**config.mk**
```make
export PLATFORM = sky130hd
export DESIGN_NAME = tlp_tx_arbiter
export DESIGN_NICKNAME = d
export VERILOG_FILES = /design/src/rtl/tlp_tx_arbiter.sv
export SDC_FILE = /design/constraint.sdc
export NUM_CORES = 1
export LEC_CHECK = 0
export ABC_AREA = 0
export ABC_CLOCK_PERIOD_IN_PS = 2940
export CORE_UTILIZATION = 30
export DETAILED_ROUTE_END_ITERATION = 8
export DONT_BUFFER_PORTS = 1
export GPL_TIMING_DRIVEN = 1
export MAX_ROUTING_LAYER = met4
export PLACE_DENSITY = 0.53
export SLEW_MARGIN = 20
export SYNTH_ARGS = -nofsm -noshare
export SYNTH_HDL_FRONTEND = slang
export SYNTH_SLANG_ARGS = --single-unit
```
**constraint.sdc**
```tcl
create_clock -name pcieClk_in -period 2.94 [get_ports pcieClk_in]
set_clock_uncertainty 0.1 [all_clocks]
set_input_delay 0.294 -clock pcieClk_in [delete_from_list [all_inputs] [get_ports pcieClk_in]]
set_output_delay 0.294 -clock pcieClk_in [all_outputs]
set_load 0.01 [all_outputs]
```
**src/rtl/tlp_tx_arbiter.sv**
```systemverilog
// ---------------------------------------------------------------------------
// tlp_tx_arbiter
//
// Purpose:
//   Merges TLP streams from two sources (A, e.g. the completion generator, and
//   B, e.g. the DMA write engine) onto the single FPGA->Host tx pipe of the
//   PCIe core. Arbitration is packet-atomic: once a source's SOP beat has been
//   granted, that source owns the pipe until its EOP beat. A single registered
//   output stage gives 1-cycle latency at full throughput.
//
// Parameters:
//   FIXED_PRIO     0: round-robin between A and B on a tie; 1: A always wins.
//   MAX_PKT_BEATS  0: no length limit; N>0: the N-th beat of a packet that has
//                  not ended is sent with EOP forced and the packet is aborted.
//                  N must fit in 16 bits.
//
// Ports:
//   pcieClk_in      single clock, rising edge
//   reset_in        synchronous, active-high
//   aData_in/aSOP_in/aEOP_in/aValid_in, aReady_out   source A beat interface
//   bData_in/bSOP_in/bEOP_in/bValid_in, bReady_out   source B beat interface
//   txData_out/txSOP_out/txEOP_out/txValid_out       merged beat to PCIe core
//   txReady_in      PCIe core accepts a beat when txValid_out && txReady_in
//   abortCount_out  count of force-terminated packets, saturates at 0xFFFF
//
// Optional build macro TLP_ARB_TRACE_EN:
//   Adds grantState_out[1:0] (0=IDLE, 1=FWD_A, 2=FWD_B, registered state) for
//   SignalTap, plus a simulation assertion that the two Readys are never both
//   high. Without the macro the port and assertion are absent and behaviour
//   is identical.
// ---------------------------------------------------------------------------
module tlp_tx_arbiter #(
  parameter int FIXED_PRIO    = 0,
  parameter int MAX_PKT_BEATS = 0
) (
  input  logic        pcieClk_in,
  input  logic        reset_in,
  input  logic [63:0] aData_in,
  input  logic        aSOP_in,
  input  logic        aEOP_in,
  input  logic        aValid_in,
  output logic        aReady_out,
  input  logic [63:0] bData_in,
  input  logic        bSOP_in,
  input  logic        bEOP_in,
  input  logic        bValid_in,
  output logic        bReady_out,
  output logic [63:0] txData_out,
  output logic        txSOP_out,
  output logic        txEOP_out,
  output logic        txValid_out,
  input  logic        txReady_in,
`ifdef TLP_ARB_TRACE_EN
  output logic [1:0]  grantState_out,
`endif
  output logic [15:0] abortCount_out
);

  typedef enum logic [1:0] {
    IDLE  = 2'd0,
    FWD_A = 2'd1,
    FWD_B = 2'd2
  } state_t;

  localparam logic [15:0] MAX_BEATS = 16'(MAX_PKT_BEATS);
  localparam bit          LIMIT_EN  = (MAX_PKT_BEATS > 0);
  localparam bit          PRIO_A    = (FIXED_PRIO != 0);

  state_t      r_state;
  logic        r_lastGrantB;
  logic [15:0] r_beatCnt;
  logic [15:0] r_abortCount;
  logic [63:0] r_txData;
  logic        r_txSOP;
  logic        r_txEOP;
  logic        r_txValid;

  logic        w_slotFree;
  logic        w_selA;
  logic        w_selB;
  logic        w_drop;
  logic [63:0] w_data;
  logic        w_sop;
  logic        w_eop;
  logic        w_valid;
  logic        w_accept;
  logic        w_fwd;
  logic [15:0] w_beatNum;
  logic        w_force;

  assign w_slotFree = !r_txValid || txReady_in;

  // Source selection. In IDLE only SOP beats compete for the pipe; when no
  // SOP is on offer, a stray non-SOP beat is selected so it can be swallowed,
  // A first. A SOP candidate always takes precedence over a stray beat.
  always_comb begin
    w_selA = 1'b0;
    w_selB = 1'b0;
    w_drop = 1'b0;
    case (r_state)
      FWD_A: w_selA = 1'b1;
      FWD_B: w_selB = 1'b1;
      default: begin
        if (aValid_in && aSOP_in && bValid_in && bSOP_in) begin
          if (PRIO_A || r_lastGrantB) w_selA = 1'b1;
          else                        w_selB = 1'b1;
        end else if (aValid_in && aSOP_in) begin
          w_selA = 1'b1;
        end else if (bValid_in && bSOP_in) begin
          w_selB = 1'b1;
        end else if (aValid_in) begin
          w_selA = 1'b1;
          w_drop = 1'b1;
        end else if (bValid_in) begin
          w_selB = 1'b1;
          w_drop = 1'b1;
        end
      end
    endcase
  end

  // Beat mux and handshake. Ready goes only to the selected source, so the
  // two Readys are mutually exclusive by construction.
  always_comb begin
    w_data  = 64'd0;
    w_sop   = 1'b0;
    w_eop   = 1'b0;
    w_valid = 1'b0;
    if (w_selA) begin
      w_data  = aData_in;
      w_sop   = aSOP_in;
      w_eop   = aEOP_in;
      w_valid = aValid_in;
    end else if (w_selB) begin
      w_data  = bData_in;
      w_sop   = bSOP_in;
      w_eop   = bEOP_in;
      w_valid = bValid_in;
    end
  end

  assign aReady_out = w_selA && w_slotFree;
  assign bReady_out = w_selB && w_slotFree;
  assign w_accept   = w_valid && w_slotFree;
  assign w_fwd      = w_accept && !w_drop;

  // A forwarded beat taken in IDLE is always the SOP, i.e. beat 1.
  assign w_beatNum = (r_state == IDLE) ? 16'd1 : (r_beatCnt + 16'd1);
  assign w_force   = LIMIT_EN && w_fwd && (w_beatNum == MAX_BEATS) && !w_eop;

  // Output stage, arbitration state and abort counter. A forced EOP ends the
  // packet exactly like a real EOP, so the source's leftover beats reach IDLE
  // as non-SOP beats and are dropped there.
  always_ff @(posedge pcieClk_in) begin
    if (reset_in) begin
      r_state      <= IDLE;
      r_lastGrantB <= 1'b1;
      r_beatCnt    <= 16'd0;
      r_abortCount <= 16'd0;
      r_txData     <= 64'd0;
      r_txSOP      <= 1'b0;
      r_txEOP      <= 1'b0;
      r_txValid    <= 1'b0;
    end else begin
      if (w_fwd) begin
        r_txValid <= 1'b1;
        r_txData  <= w_data;
        r_txSOP   <= w_sop;
        r_txEOP   <= w_eop || w_force;
      end else if (txReady_in) begin
        r_txValid <= 1'b0;
      end

      if (w_fwd) begin
        if (w_eop || w_force) begin
          r_state      <= IDLE;
          r_lastGrantB <= w_selB;
          r_beatCnt    <= 16'd0;
        end else begin
          r_state   <= w_selA ? FWD_A : FWD_B;
          r_beatCnt <= w_beatNum;
        end
      end

      if (w_force && (r_abortCount != 16'hFFFF)) begin
        r_abortCount <= r_abortCount + 16'd1;
      end
    end
  end

  assign txData_out     = r_txData;
  assign txSOP_out      = r_txSOP;
  assign txEOP_out      = r_txEOP;
  assign txValid_out    = r_txValid;
  assign abortCount_out = r_abortCount;

`ifdef TLP_ARB_TRACE_EN
  assign grantState_out = r_state;

`ifndef SYNTHESIS
  // Mutual exclusion of the Readys guards against beat interleaving.
  readyExclusive: assert property (@(posedge pcieClk_in) disable iff (reset_in)
    !(aReady_out && bReady_out));
`endif
`endif

endmodule

```
# After elaboration in Yosys (flattened, before gate mapping)
# Cells that the tools add are included.
classes:
  n_eq_ne: 2
  mux: 30
  reduce_logical: 14
ops:
  columns: ["cell", "count"]
  rows:
  - ["64-bit two-way mux", 2]
  - ["1-bit two-way mux", 24]
  - ["1-bit logical AND", 8]
  - ["2-bit two-way mux", 2]
  - ["1-bit one-hot mux with 2 select lines", 2]
  - ["2-bit by 1-bit == test with 1-bit output (second input constant)", 1]
  - ["2-bit == test (second input constant)", 1]
  - ["1-bit logical NOT", 2]
  - ["2-bit AND reduction", 1]
  - ["2-bit nonzero test", 1]
  - ["2-bit OR reduction", 1]
  - ["1-bit logical OR", 1]
word_totals:
  regBits: 70
  in_bits: 137
  out_inout_bits: 85
  word_cells: 52

# Longest topological paths before layout
logic_depth:
  depth_word: 11
  depth_mapped: 10
  ltp_nobuf: 7

# Worst setup path before layout
# Ideal clock, no wire load.
synth_timing:
  path_type: "register to register"
  start: "register r_state[0]"
  end: "register r_txData[10] (netlist: txData_out[10])"
  setup_time_ns: 0.120
  arrival_time_ns: 1.857
  required_time_ns: 2.720
  slack_ns: 0.863
  stages_incl_launch_ff: 11
  path_buffers: 3
  period_less_slack_ns: 2.077
  cell_sequence: "dfxtp_1 inv_1 ha_1 buf_6 and3_4 a21oi_4 nor2_1 buf_6 buf_4 a221oi_2 nor2_1"
synth_via:
  elab_chain_len: 6
synth_lines:
  columns: ["element", "line", "text"]
  rows:
  - ["from (decl)", "69", "state_t r_state;"]
  - ["from (signal assigned)", "180", "r_state <= w_selA ? FWD_A : FWD_B;"]
  - ["2-bit == test or 2-bit by 1-bit == test with 1-bit output (tied branches)", "100", "case (r_state)"]
  - ["1-bit one-hot mux with 2 select lines", "100", null]
  - ["1-bit two-way mux", "134", "end else if (w_selB) begin"]
  - ["1-bit two-way mux", "129", "if (w_selA) begin"]
  - ["1-bit logical AND", "144", "assign w_accept = w_valid && w_slotFree;"]
  - ["1-bit logical AND", "145", "assign w_fwd = w_accept && !w_drop;"]
  - ["to (signal assigned)", "167", "r_txData <= w_data;"]
  - ["to (decl)", "73", "logic [63:0] r_txData;"]
# Several ways; a longest one is shown, not always the timed one.
# A chain may end at the register's enable or synchronous reset.

# Worst setup path after layout
layout_timing:
  start: "register r_state[0]"
  end: "register r_txData[59] (netlist: txData_out[59])"
# The elaborated chain is that of the path after synthesis.

==> results.py <==
metrics = {
    "run_status": {
        "status": "complete, no violations",
    },
    "grt": {
        "groute.usage.overall_pct": 16.01,
        "grt_pass1_vias": 2700,
        "grtUsageMet3_pct": 6.329,
        "busiest_layer": "met2",
        "met2_usage_pct": 25.43,
        "antenna_found_initial": 0,
        "grt_pass1_wl_mm": 13.74,
        "grt_util_met1_pct": 17.63,
        "grt_max_degree": 40,
        "grt.overflow.total": 0,
    },
    "setup_path": {
        "crit_type": "reg2reg",
        "r2r_start": "r_state[0]$_SDFFE_PP0P_",
        "rr_worst_depth": 9,
        "critPathBufInv": 3,
        "cp_cell_sequence": "inv_1, ha_2, and3_4, o221ai_2, o21bai_4, buf_4, a221oi_2, dlygate4sd3_1, nor2_1",
        "cp_slowest_cell": "dlygate4sd3_1",
        "critPathRequiredTime_ns": 3.10,
        "cp-start-kind": "flop",
        "r2r_end": "txData_out[59]$_SDFFE_PP0P_",
        "critical_path.max_stage_delay_ns": 0.58,
        "crit_fanout": 35,
        "cp.arrival_ns": 2.88,
        "ff2ff_setup_slack_ns": 0.22,
        "critPathTopFamily": "buffers and inverters",
        "endpoint_kind": "flop",
    },
    "placement": {
        "place_inst": 471,
        "dpl.hpwl_mm": 5.956,
        "gp_congestion": 0.7696,
        "dp_slack_ns": 0.5691,
        "place_area_mm2": 0.003309,
        "io_buffer_count": 0,
    },
    "sta": {
        "rsz0062_at_grt": "false",
        "max_freq_mhz": 367.0,
        "hold_viol": 0,
        "finalSetupViolCount": 0,
        "maxSlewHeadroom_pct": 48.75,
        "period_needed_ns": 2.725,
        "slew_viol_final": 0,
        "setup_slack_ns": 0.2154,
        "final.period_utilization_pct": 92.67,
        "worst-slew-pin-transition_ns": 0.7679,
        "finalSetupTns_ns": 0,
    },
    "finish": {
        "fin_cells": 543,
        "fin_nets": 537,
        "syn_to_final_growth_pct": 22.54,
        "design_area_mm2": 0.004143,
        "drive_above_1_share_pct": 15.63,
        "multi_input_area_mm2": 0.001663,
        "fill_cells": 1060,
        "final_cell_mix": "dfxtp_1, nor2_1, dlygate4sd3_1",
        "n_antenna_cell": 0,
        "seq_area_mm2": 0.001401,
        "layout_commonest_cell": "dfxtp_1",
    },
    "synth": {
        "synth_edf_count": 0,
        "syn_inst": 360,
        "synth_top_cell_by_area": "dfxtp_1",
        "synthDominantCellAreaShare_pct": 41.45,
        "synth-seq-area-share_pct": 41.45,
        "ys_warn_count": 0,
        "async_flop_share_pct": 0,
        "ys_types": 35,
        "synth_area_leaders": "dfxtp_1, a221oi_1, a221oi_2",
        "synth_seq_cells": 70,
        "mappedNetlistArea_mm2": 0.003381,
        "ys.flop_type": "dfxtp_1",
        "avgSynthCellArea_um2": 9.391,
    },
    "detailed_routing": {
        "viasPerCell": 5.350,
        "drtPass1Iterations": 5,
        "drtIter0Drc": 139,
        "post-route-drc-count": 0,
        "antenna_left": 0,
        "vias": 2905,
        "routed_wl_mm": 9.352,
        "avgRoutedWirePerCell_um": 17.22,
    },
    "clock_network": {
        "cts_tree": "built",
        "htree_levels": 3,
        "cts_root_buf": "clkbuf_8",
        "cts_num_sinks": 70,
        "clock_path_buffers": 2,
        "path_clk_slew_ns": 0.08,
        "clock_latency_ns": 0.36,
        "cts_buffers": 9,
    },
    "floorplan": {
        "ios": 222,
        "die_width_um": 108.2,
        "die_y_um": 108.2,
        "start_util_pct": 31.05,
        "num_rows": 38,
        "dieArea_mm2": 0.01170,
        "core_mm2": 0.01089,
    },
    "worst_hold_path": {
        "whs_endpoint": "txData_out[17]$_SDFFE_PP0P_",
        "hp-class": "in2reg",
        "hp-start": "bData_in[17]",
        "worstHoldPathCells": 2,
    },
    "flow_run": {
        "max_cap_viol_count": 0,
    },
    "power": {
        "power_density_mw_per_mm2": 788.3,
        "power_leakage_nw": 1.624,
        "total_power_w": 0.003266,
        "ir_worst_vdd_v": 0.0003835,
    },
}
cell usage after synthesis (2+ instances only):
cell / instances
ha_1: 2
nand2_1: 3
dfxtp_1: 70
a221oi_2: 22
and2_1: 2
buf_6: 14
nor2_1: 69
o21ai_0: 31
nor3_1: 37
clkbuf_1: 10
inv_1: 5
nand2b_1: 2
buf_4: 19
a21oi_1: 3
a221oi_1: 43
buf_2: 9
where the power goes:
part           internal (W)  switching, W  leakage, nW  total (W)
combinational      0.000438      0.000551        0.932   0.000989
sequential          0.00115      0.000228        0.576    0.00138
clock              0.000524      0.000377        0.116   0.000901
registers in the layout (all words and copies together) (netlist names):
register,cells
txData_out,64
r_lastGrantB,1
txValid_out,1
r_state,2
txSOP_out,1
txEOP_out,1
per-stage QoR:
step | hold WS [ns] | utilization [%]
floorplan | 0.3437 | -
global placement | 0.2754 | 30.40
detailed placement | 0.2725 | 30.40
CTS | 0.001295 | 37.59
global route | 0.01150 | 38.05
finish | 0.02761 | 38.05
per-layer routing:
metal | part of all wire [%] | wire length, µm | vias up
li1 | - | - | 1380
met1 | 40 | 3761 | 1343
met2 | 49 | 4556 | 169
met3 | 9.8 | 914 | 13
met4 | 1.3 | 119 | 0
met5 | 0 | 0 | -
worst register-to-register path, stage by stage (launching register included):
cell and delay, ns:
dfxtp_1 0.36, inv_1 0.05, ha_2 0.41, and3_4 0.25, o221ai_2 0.14, o21bai_4 0.21
buf_4 0.26, a221oi_2 0.23, dlygate4sd3_1 0.58, nor2_1 0.04
how the worst max path moves through the flow:
| stage | startpoint | slack [ns] | depth (start not counted) | to |
|---|---|---|---|---|
| 6_report | r_state[0]$_SDFFE_PP0P_ | 0.22 | 9 | txData_out[59]$_SDFFE_PP0P_ |
| 5_1_grt | r_state[0]$_SDFFE_PP0P_ | 0.06 | 9 | txData_out[19]$_SDFFE_PP0P_ |
| 4_1_cts | r_state[0]$_SDFFE_PP0P_ | 0.13 | 8 | txData_out[58]$_SDFFE_PP0P_ |
| 3_5_place_dp | r_state[0]$_SDFFE_PP0P_ | 0.57 | 8 | txData_out[36]$_SDFFE_PP0P_ |
| 3_3_place_gp | r_state[0]$_SDFFE_PP0P_ | 0.60 | 8 | txData_out[23]$_SDFFE_PP0P_ |
| 2_1_floorplan | r_state[0]$_SDFFE_PP0P_ | 0.86 | 10 | txData_out[10]$_SDFFE_PP0P_ |
kinds of logic after synthesis:
logic type      count (synthesis)  share of synthesized area (%)
compound gates                111                          29.61
fa+ha+maj                       2                         0.7401
buf+inv                        57                          11.88
flops                          70                          41.45
mux                             3                          1.295
other cells                     1                         0.1109
simple gates                  116                          14.92
cell type report:
class                      count  area share [%]
multi-input combinational    248           40.14
tap                          140           4.228
clock inverter                 5           1.963
inverter                       5          0.4530
clock buffer                  11           3.654
sequential                    70           33.83
timing repair buffer          64           15.74
timing repair:
action,CTS,global route
hold buffers,54,1
setup buffers,0,1
endpoints found under the setup margin,0,21
endpoints found under the hold margin,66,1
gates resized for setup,0,7
No activity file was read; power rests on OpenSTA's default activity.
